<file path="src/rtl/reg_file_pkg.sv">
// Shared constants and debug-sequencer state encoding for the decode-stage register file.
package reg_file_pkg;

  localparam int unsigned RF_WIDTH_B = 32;
  localparam int unsigned RF_ADDR_B  = 5;

  typedef enum logic {
    StIdle = 1'b0,
    StDump = 1'b1
  } dbg_state_e;

endpackage

</file>
<file path="src/rtl/reg_file_dbg_seq.sv">
// Debug dump sequencer: walks every register index and presents one snapshot beat
// per cycle on a valid/ready port.
module reg_file_dbg_seq
  import reg_file_pkg::*;
#(
  parameter int unsigned WIDTH_B = RF_WIDTH_B,
  parameter int unsigned ADDR_B  = RF_ADDR_B
) (
  input  logic               i_clk,
  input  logic               i_rst,
  input  logic               i_start,
  input  logic               i_ready,
  input  logic [WIDTH_B-1:0] i_snap_data,
  output logic [ADDR_B-1:0]  o_snap_addr,
  output logic               o_valid,
  output logic [ADDR_B-1:0]  o_addr,
  output logic [WIDTH_B-1:0] o_data,
  output logic               o_last,
  output logic               o_busy
);

  localparam logic [ADDR_B-1:0] IdxMax = '1;

  dbg_state_e         r_state, w_state_nxt;
  logic [ADDR_B-1:0]  r_idx, w_idx_nxt;
  logic               r_valid, w_valid_nxt;
  logic [WIDTH_B-1:0] r_data, w_data_nxt;

  // o_snap_addr names the register captured at the coming edge, if a capture happens.
  always_comb begin
    w_state_nxt = r_state;
    w_idx_nxt   = r_idx;
    w_valid_nxt = r_valid;
    w_data_nxt  = r_data;
    o_snap_addr = r_idx + 1'b1;
    unique case (r_state)
      StIdle: begin
        o_snap_addr = '0;
        if (i_start) begin
          w_idx_nxt   = '0;
          w_data_nxt  = i_snap_data;
          w_valid_nxt = 1'b1;
          w_state_nxt = StDump;
        end
      end
      StDump: begin
        if (i_ready) begin
          if (r_idx != IdxMax) begin
            w_idx_nxt  = r_idx + 1'b1;
            w_data_nxt = i_snap_data;
          end else begin
            w_valid_nxt = 1'b0;
            w_state_nxt = StIdle;
          end
        end
      end
      default: begin
        w_valid_nxt = 1'b0;
        w_state_nxt = StIdle;
      end
    endcase
  end

  always_ff @(posedge i_clk or posedge i_rst) begin
    if (i_rst) begin
      r_state <= StIdle;
      r_idx   <= '0;
      r_valid <= 1'b0;
      r_data  <= '0;
    end else begin
      r_state <= w_state_nxt;
      r_idx   <= w_idx_nxt;
      r_valid <= w_valid_nxt;
      r_data  <= w_data_nxt;
    end
  end

  assign o_valid = r_valid;
  assign o_addr  = r_idx;
  assign o_data  = r_data;
  assign o_last  = r_valid && (r_idx == IdxMax);
  assign o_busy  = (r_state == StDump);

endmodule

</file>
<file path="src/rtl/reg_file_mp.sv">
// Multi-read-port register file with optional zero register, write bypass and a
// debug dump port that never stalls the normal read/write traffic.
module reg_file_mp
  import reg_file_pkg::*;
#(
  parameter int unsigned WIDTH_B  = RF_WIDTH_B,
  parameter int unsigned ADDR_B   = RF_ADDR_B,
  parameter int unsigned NUM_RD   = 2,
  parameter int unsigned ZERO_REG = 1,
  parameter int unsigned BYPASS   = 1
) (
  input  logic                      clk,
  input  logic                      reset,
  input  logic                      RegWrite,
  input  logic [ADDR_B-1:0]         Write_Addr,
  input  logic [WIDTH_B-1:0]        Write_Data,
  input  logic [NUM_RD*ADDR_B-1:0]  Read_Addr,
  output logic [NUM_RD*WIDTH_B-1:0] Read_Data,
  input  logic                      dbg_start,
  input  logic                      dbg_ready,
  output logic                      dbg_valid,
  output logic [ADDR_B-1:0]         dbg_addr,
  output logic [WIDTH_B-1:0]        dbg_data,
  output logic                      dbg_last,
  output logic                      dbg_busy
);

  localparam int unsigned DEPTH = 1 << ADDR_B;

  logic [WIDTH_B-1:0] r_mem [DEPTH];
  logic               w_wr_en;
  logic [WIDTH_B-1:0] w_rd_data [NUM_RD];
  logic [ADDR_B-1:0]  w_snap_addr;
  logic [WIDTH_B-1:0] w_snap_data;

  assign w_wr_en = RegWrite && !((ZERO_REG != 0) && (Write_Addr == '0));

  always_ff @(posedge clk or posedge reset) begin
    if (reset) begin
      for (int i = 0; i < DEPTH; i++) begin
        r_mem[i] <= '0;
      end
    end else if (w_wr_en) begin
      r_mem[Write_Addr] <= Write_Data;
    end
  end

  for (genvar g = 0; g < NUM_RD; g++) begin : g_rd
    logic [ADDR_B-1:0] w_addr;
    assign w_addr = Read_Addr[g*ADDR_B +: ADDR_B];
    assign w_rd_data[g] =
        ((ZERO_REG != 0) && (w_addr == '0))                 ? '0 :
        ((BYPASS != 0) && RegWrite && (w_addr == Write_Addr)) ? Write_Data :
                                                                r_mem[w_addr];
    assign Read_Data[g*WIDTH_B +: WIDTH_B] = w_rd_data[g];
  end

  // Dump snapshots always forward same-cycle writes, whatever BYPASS is set to.
  assign w_snap_data =
      ((ZERO_REG != 0) && (w_snap_addr == '0))  ? '0 :
      (RegWrite && (w_snap_addr == Write_Addr)) ? Write_Data :
                                                  r_mem[w_snap_addr];

  reg_file_dbg_seq #(
    .WIDTH_B (WIDTH_B),
    .ADDR_B  (ADDR_B)
  ) u_dbg_seq (
    .i_clk       (clk),
    .i_rst       (reset),
    .i_start     (dbg_start),
    .i_ready     (dbg_ready),
    .i_snap_data (w_snap_data),
    .o_snap_addr (w_snap_addr),
    .o_valid     (dbg_valid),
    .o_addr      (dbg_addr),
    .o_data      (dbg_data),
    .o_last      (dbg_last),
    .o_busy      (dbg_busy)
  );

endmodule

</file>
<file path="config.mk">
export PLATFORM = sky130hd
export DESIGN_NAME = reg_file_mp
export DESIGN_NICKNAME = d
export VERILOG_FILES = /design/src/rtl/reg_file_pkg.sv /design/src/rtl/reg_file_dbg_seq.sv /design/src/rtl/reg_file_mp.sv
export SDC_FILE = /design/constraint.sdc
export NUM_CORES = 2
export LEC_CHECK = 0
export CORE_AREA = 2 2 441 443
export CTS_CLUSTER_DIAMETER = 40
export DETAILED_ROUTE_END_ITERATION = 7
export DIE_AREA = 0 0 443 445
export HOLD_SLACK_MARGIN = 0.15
export PLACE_DENSITY_LB_ADDON = 0.12
export SYNTH_ARGS = -nofsm -noshare
export SYNTH_HDL_FRONTEND = slang
export SYNTH_HIERARCHICAL = 1
export SYNTH_SLANG_ARGS = --single-unit
</file>
<file path="constraint.sdc">
create_clock -name clk -period 34.8 [get_ports clk]
set_clock_uncertainty 0.05 [all_clocks]
set_input_delay 6.96 -clock clk [delete_from_list [all_inputs] [get_ports clk]]
set_output_delay 6.96 -clock clk [all_outputs]
set_load 0.01 [all_outputs]
</file>
=== Word level (Yosys, flattened, before mapping) ===
Index checks and enable logic that the tools add are counted.

* Add/subtract/negate cells: 1
* $lt $le $gt $ge: 5
* Equality and inequality tests: 9
* Multiplexer cells: 35
* Bitwise operators: 5
* Reduce and logical (&&, ||, !) cells: 13

{| class="wikitable"
|+ Operator list
! operator !! count
|-
| $bwmux 1024 || 1
|-
| $mux 32 || 16
|-
| $bmux 32 s5 || 3
|-
| $demux 32 s5 || 1
|-
| $pmux 32 s2 || 1
|-
| $ge 6x6->1 const B || 4
|-
| $not 5->6 || 4
|-
| $logic_not 5->1 || 4
|-
| $mux 5 || 4
|-
| $eq 5x5->1 || 3
|-
| $pmux 5 s2 || 1
|-
| $ne 2x2->1 const B || 4
|-
| $logic_and 1x1->1 || 6
|-
| $lt 6x1->1 const B || 1
|-
| $mux 1 || 6
|-
| $reduce_and 3->1 || 2
|-
| $add 5x1->5 const B || 1
|-
| $eq 5x5->1 const B || 1
|-
| $ne 5x5->1 const B || 1
|-
| $pmux 1 s2 || 2
|-
| $logic_not 1->1 || 1
|-
| $not 1->1 || 1
|}

* Bits in registers: 1063
* Input port bits: 52
* Output and inout bits: 104
* Word-level logic and storage cells: 104

=== Logic depth before layout (Yosys ltp) ===
* Depth after elaboration: 11
* Gate-level depth with buffers: 13

=== Hierarchy ===
Netlist, hierarchy kept.

{| class="wikitable"
|+ Modules (own cells, without submodules)
! module !! times used !! cells an instance !! area each (µm²)
|-
| reg_file_mp || 1 || 4586 || 63304.5
|-
| reg_file_dbg_seq || 1 || 107 || 1751.7
|}

=== Least setup slack after synthesis ===
Ideal clock, no wire load.

* Path type: input to output
* Start point: in Read_Addr[6]
* End point: out Read_Data[41]
* Arrival time: 8.641 ns
* Data required time: 27.790 ns
* Slack: 19.149 ns
* Stages: 7
* Buffers on the path: 3
* Cell sequence: buf_2 buf_2 buf_1 mux4_2 a22oi_1 a21oi_1 a221o_1

* Word-level cells in the longest chain between the ends: 6
* Elaborated cells between the ends (all ways): 9

{| class="wikitable"
|+ Ends and longest elaborated chain
! element !! line !! text
|-
| start, declared || reg_file_mp.sv:17 || <nowiki>input logic [NUM_RD*ADDR_B-1:0] Read_Addr,</nowiki>
|-
| $not 5->6 (implied by the code) || reg_file_mp.sv:54 || <nowiki>r_mem[w_addr];</nowiki>
|-
| $bmux 32 s5 || reg_file_mp.sv:54 ||
|-
| $mux 32 (implied by the code) (2 in series) || reg_file_mp.sv:54 ||
|-
| $mux 32 || reg_file_mp.sv:53 || <nowiki>((BYPASS != 0) && RegWrite && (w_addr == Write_Addr)) ? Write_Data :</nowiki>
|-
| $mux 32 (*) || reg_file_mp.sv:52 || <nowiki>((ZERO_REG != 0) && (w_addr == '0)) ? '0 :</nowiki>
|-
| end, declared || reg_file_mp.sv:18 || <nowiki>output logic [NUM_RD*WIDTH_B-1:0] Read_Data,</nowiki>
|}

Mark *: on every way between the ends. The rest lies on a longest branch, timed or not. The select of a mux whose other input is x is not followed.

=== Final worst setup path ===
* Start point: in Read_Addr[5]
* End point: out Read_Data[46]

Same word-level chain as after synthesis.

==> impl_results.md <==
* Rows at 161
* Post-synth top area cell: dfrtp_1
* Nature of the critical path startpoint: input port
* DR iter-0 viols at 5128
* Critical path arrival at 11.55 ns
* Fraction of registers with async set/reset at 1.00
* Fillers at 17900
* GPL Wtd Cong at 0.848
* RR Startpoint: u_dbg_seq/o_addr[0]
* Fin. Hold Viols at 0
* Starting Density at 0.339
* Post-synth EDFFs at 0
* Final instance area at 76100 sq um
* PwrDens at 82.8 nW/um^2
* Flops & latches, synth at 1063
* WL final at 288000 um
* Synthesis-to-finish area growth at 17.0%
* Outcome: complete, no violations
* Clk_lat worst skew at 0.85 ns
* Final ANT Viol Nets at 0
* TritonCTS clock tree: done
* CTS buffer count at 207
* Top-count cell post-synth: dfrtp_1
* Pins Over Slew Limit at 0
* Netlist cell types at 61
* Max Cap Viol at 0
* First-pass GRT wire length at 400000 um
* Routed vias at 47100
* Total GRT Usage at 0.288
* Power, Total at 6.31 mW
* Finished Layout Cells at 7381
* Final worst path period share at 0.533
* WL/cell at 39.0 um
* Crit path kind: in2out
* Average size of a mapped cell at 13.9 sq um
* Hpwl dp at 170000 um
* Clk slew on worst S/H paths at 0.05 ns
* Antenna violations before repair at 20
* Reg2Reg Setup Slack at 29.27 ns
* Final #Nets at 4720
* Critical Path Sink Type: primary output
* Placed instance count at 6982
* CP required at 27.79 ns
* FF-to-FF End: u_dbg_seq/o_data[22]
* Core area at 192000 sq um
* Largest net degree at the start of global routing at 122
* Layout cells sized above 1 at 0.463
* Vias in the first global route at 47500
* Chip height at 445 um
* Primary FF master, synth: dfrtp_1
* Resize count post-CTS at 0
* Yosys top cell area share at 0.409
* Clock sinks at 1063
* Worst slew margin at 0.107
* Syn Nets at 4748
* Total grt overflow at 0
* Finish-stage setup viols at 0
* Area contributors post-synth: dfrtp_1, mux4_2, mux2_2
* Post-synth top cells: dfrtp_1, mux2_2, mux4_2
* Post-synthesis sequential area ratio at 0.409
* Max rail drop VDD at 0.0760 mV
* Synth Instances at 4693
* Detailed Routing Iterations Pass 1 at 6
* Clock Tree Buf Depth at 3
* Die ar. at 197000 sq um
* H-tree level count at 4
* Min-delay worst type: reg2reg
* Leak at 32.1 nW
* PortBufs at 155
* Tmin final at 18.56 ns
* Worst Hold Endpoint: r_mem[1015]
* Setup Fix Bufs, Post-CTS at 0
* Horiz. Die Dim at 443 um
* Area of the mapped netlist at 65100 sq um
* CP max FO at 51
* Ports at 156
* Fmax at 0.0539 GHz
* Placed instance area at 68800 sq um
* # DRC at 0
* RSZ-0062 raised after global routing: no
* # hold bufs at CTS at 0
* CTS root buf: clkbuf_16
* Hold path depth at 0
* Worst Tran Pin Value at 1.34 ns
* Setup TNS at 0 ns
* Hold Startpoint: r_mem[1015]
* R2R depth at 12
* Synthesis Warnings at 6
* DR vias/cell at 6.39
==> layout make-up <==
| cell class | instances | area, sq um | area share |
|---|---|---|---|
| Multi-Input combinational cell | 3073 | 36200 | 0.475 |
| Sequential cell | 1063 | 26600 | 0.349 |
| Clock buffer | 252 | 5720 | 0.0751 |
| Tap cell | 2526 | 3160 | 0.0415 |
| Timing Repair Buffer | 311 | 2800 | 0.0367 |
| Clock inverter | 138 | 1620 | 0.0213 |
| Inverter | 9 | 37.5 | 0.000493 |
| Antenna cell | 9 | 22.5 | 0.000296 |
==> how the worst max path moves through the flow <==
stage                       startpoint             to  slack [ns]  depth (start not counted)
final                     Read_Addr[5]  Read_Data[46]       16.24                          9
after global routing      Read_Addr[5]  Read_Data[46]       16.22                          9
after detailed placement  Read_Addr[5]  Read_Data[46]       16.33                          9
after global placement    Read_Addr[5]  Read_Data[46]       16.31                          9
after floorplan                  reset       r_mem[0]       13.68                          1
after CTS                 Read_Addr[5]  Read_Data[46]       16.31                          9
==> metrics by stage <==
stage | setup WS [ns] | hold slack [ns] | utilization
2_1_floorplan | 13.68 | 0.408 | -
3_3_place_gp | 16.31 | 0.346 | 0.358
3_5_place_dp | 16.33 | 0.353 | 0.358
4_1_cts | 16.31 | 0.367 | 0.397
5_1_grt | 16.22 | 0.374 | 0.397
6_report | 16.24 | 0.362 | 0.397
==> state kept, by name, summed over array words and instances, names as in the netlist <==
signal	flops
u_dbg_seq/o_valid	1
u_dbg_seq/o_addr	5
u_dbg_seq/o_busy	1
r_mem	1024
u_dbg_seq/o_data	32
==> per-layer routing <==
metal | up-vias | GRT usage | part of all wire | routed length [um]
met1 | 25700 | 0.373 | 0.41 | 118000
met2 | 2196 | 0.467 | 0.47 | 136000
met4 | 6 | 0.137 | 0.051 | 14600
met5 | - | 0 | 0.00011 | 31
met3 | 608 | 0.0537 | 0.067 | 19400
li1 | 18600 | - | - | -
==> logic make-up after synthesis <==
kind of cell,Yosys count,share of synthesized area
multiplexers,2075,0.449
AO/OA/AOI/OAI,681,0.0765
buffers and inverters,557,0.0414
XOR/XNOR,17,0.00229
AND/OR/NAND/NOR,297,0.0215
flip-flops,1063,0.409
adder cells (fa/ha/maj),3,0.000577
==> power by group <==
group | switching [mW] | internal [mW]
logic | 1.40 | 1.07
clock network | 0.747 | 1.36
registers | 0.244 | 1.49
total | 2.39 | 3.92
==> critical path: stages <==
cell             delay [ns]
buf_8                  0.50
buf_4                  0.78
buf_4                  0.76
mux4_2                 0.37
nand2_1                0.08
nand3_1                0.13
nand4_1                0.12
a31oi_1                0.83
clkdlybuf4s50_1        0.70
==> cells in the final DEF (no fill, tap or decap), types with 29 or more instances in the layout <==
cell,synthesis,layout
a221oi_1,42,42
o221ai_1,45,45
mux2_4,29,29
a22oi_1,192,192
clkinvlp_4,0,33
clkbuf_16,0,214
nand2_1,124,107
o21ai_0,90,90
a21oi_1,76,76
nor2_1,57,31
dfrtp_1,1063,1063
mux4_2,562,562
o22ai_1,57,57
mux2_2,1000,1000
clkdlybuf4s50_1,0,142
buf_4,43,152
a32o_1,32,32
clkinv_2,0,42
a211oi_1,31,31
mux2i_1,484,484
Note: power is estimated with default switching activity, not from simulation.
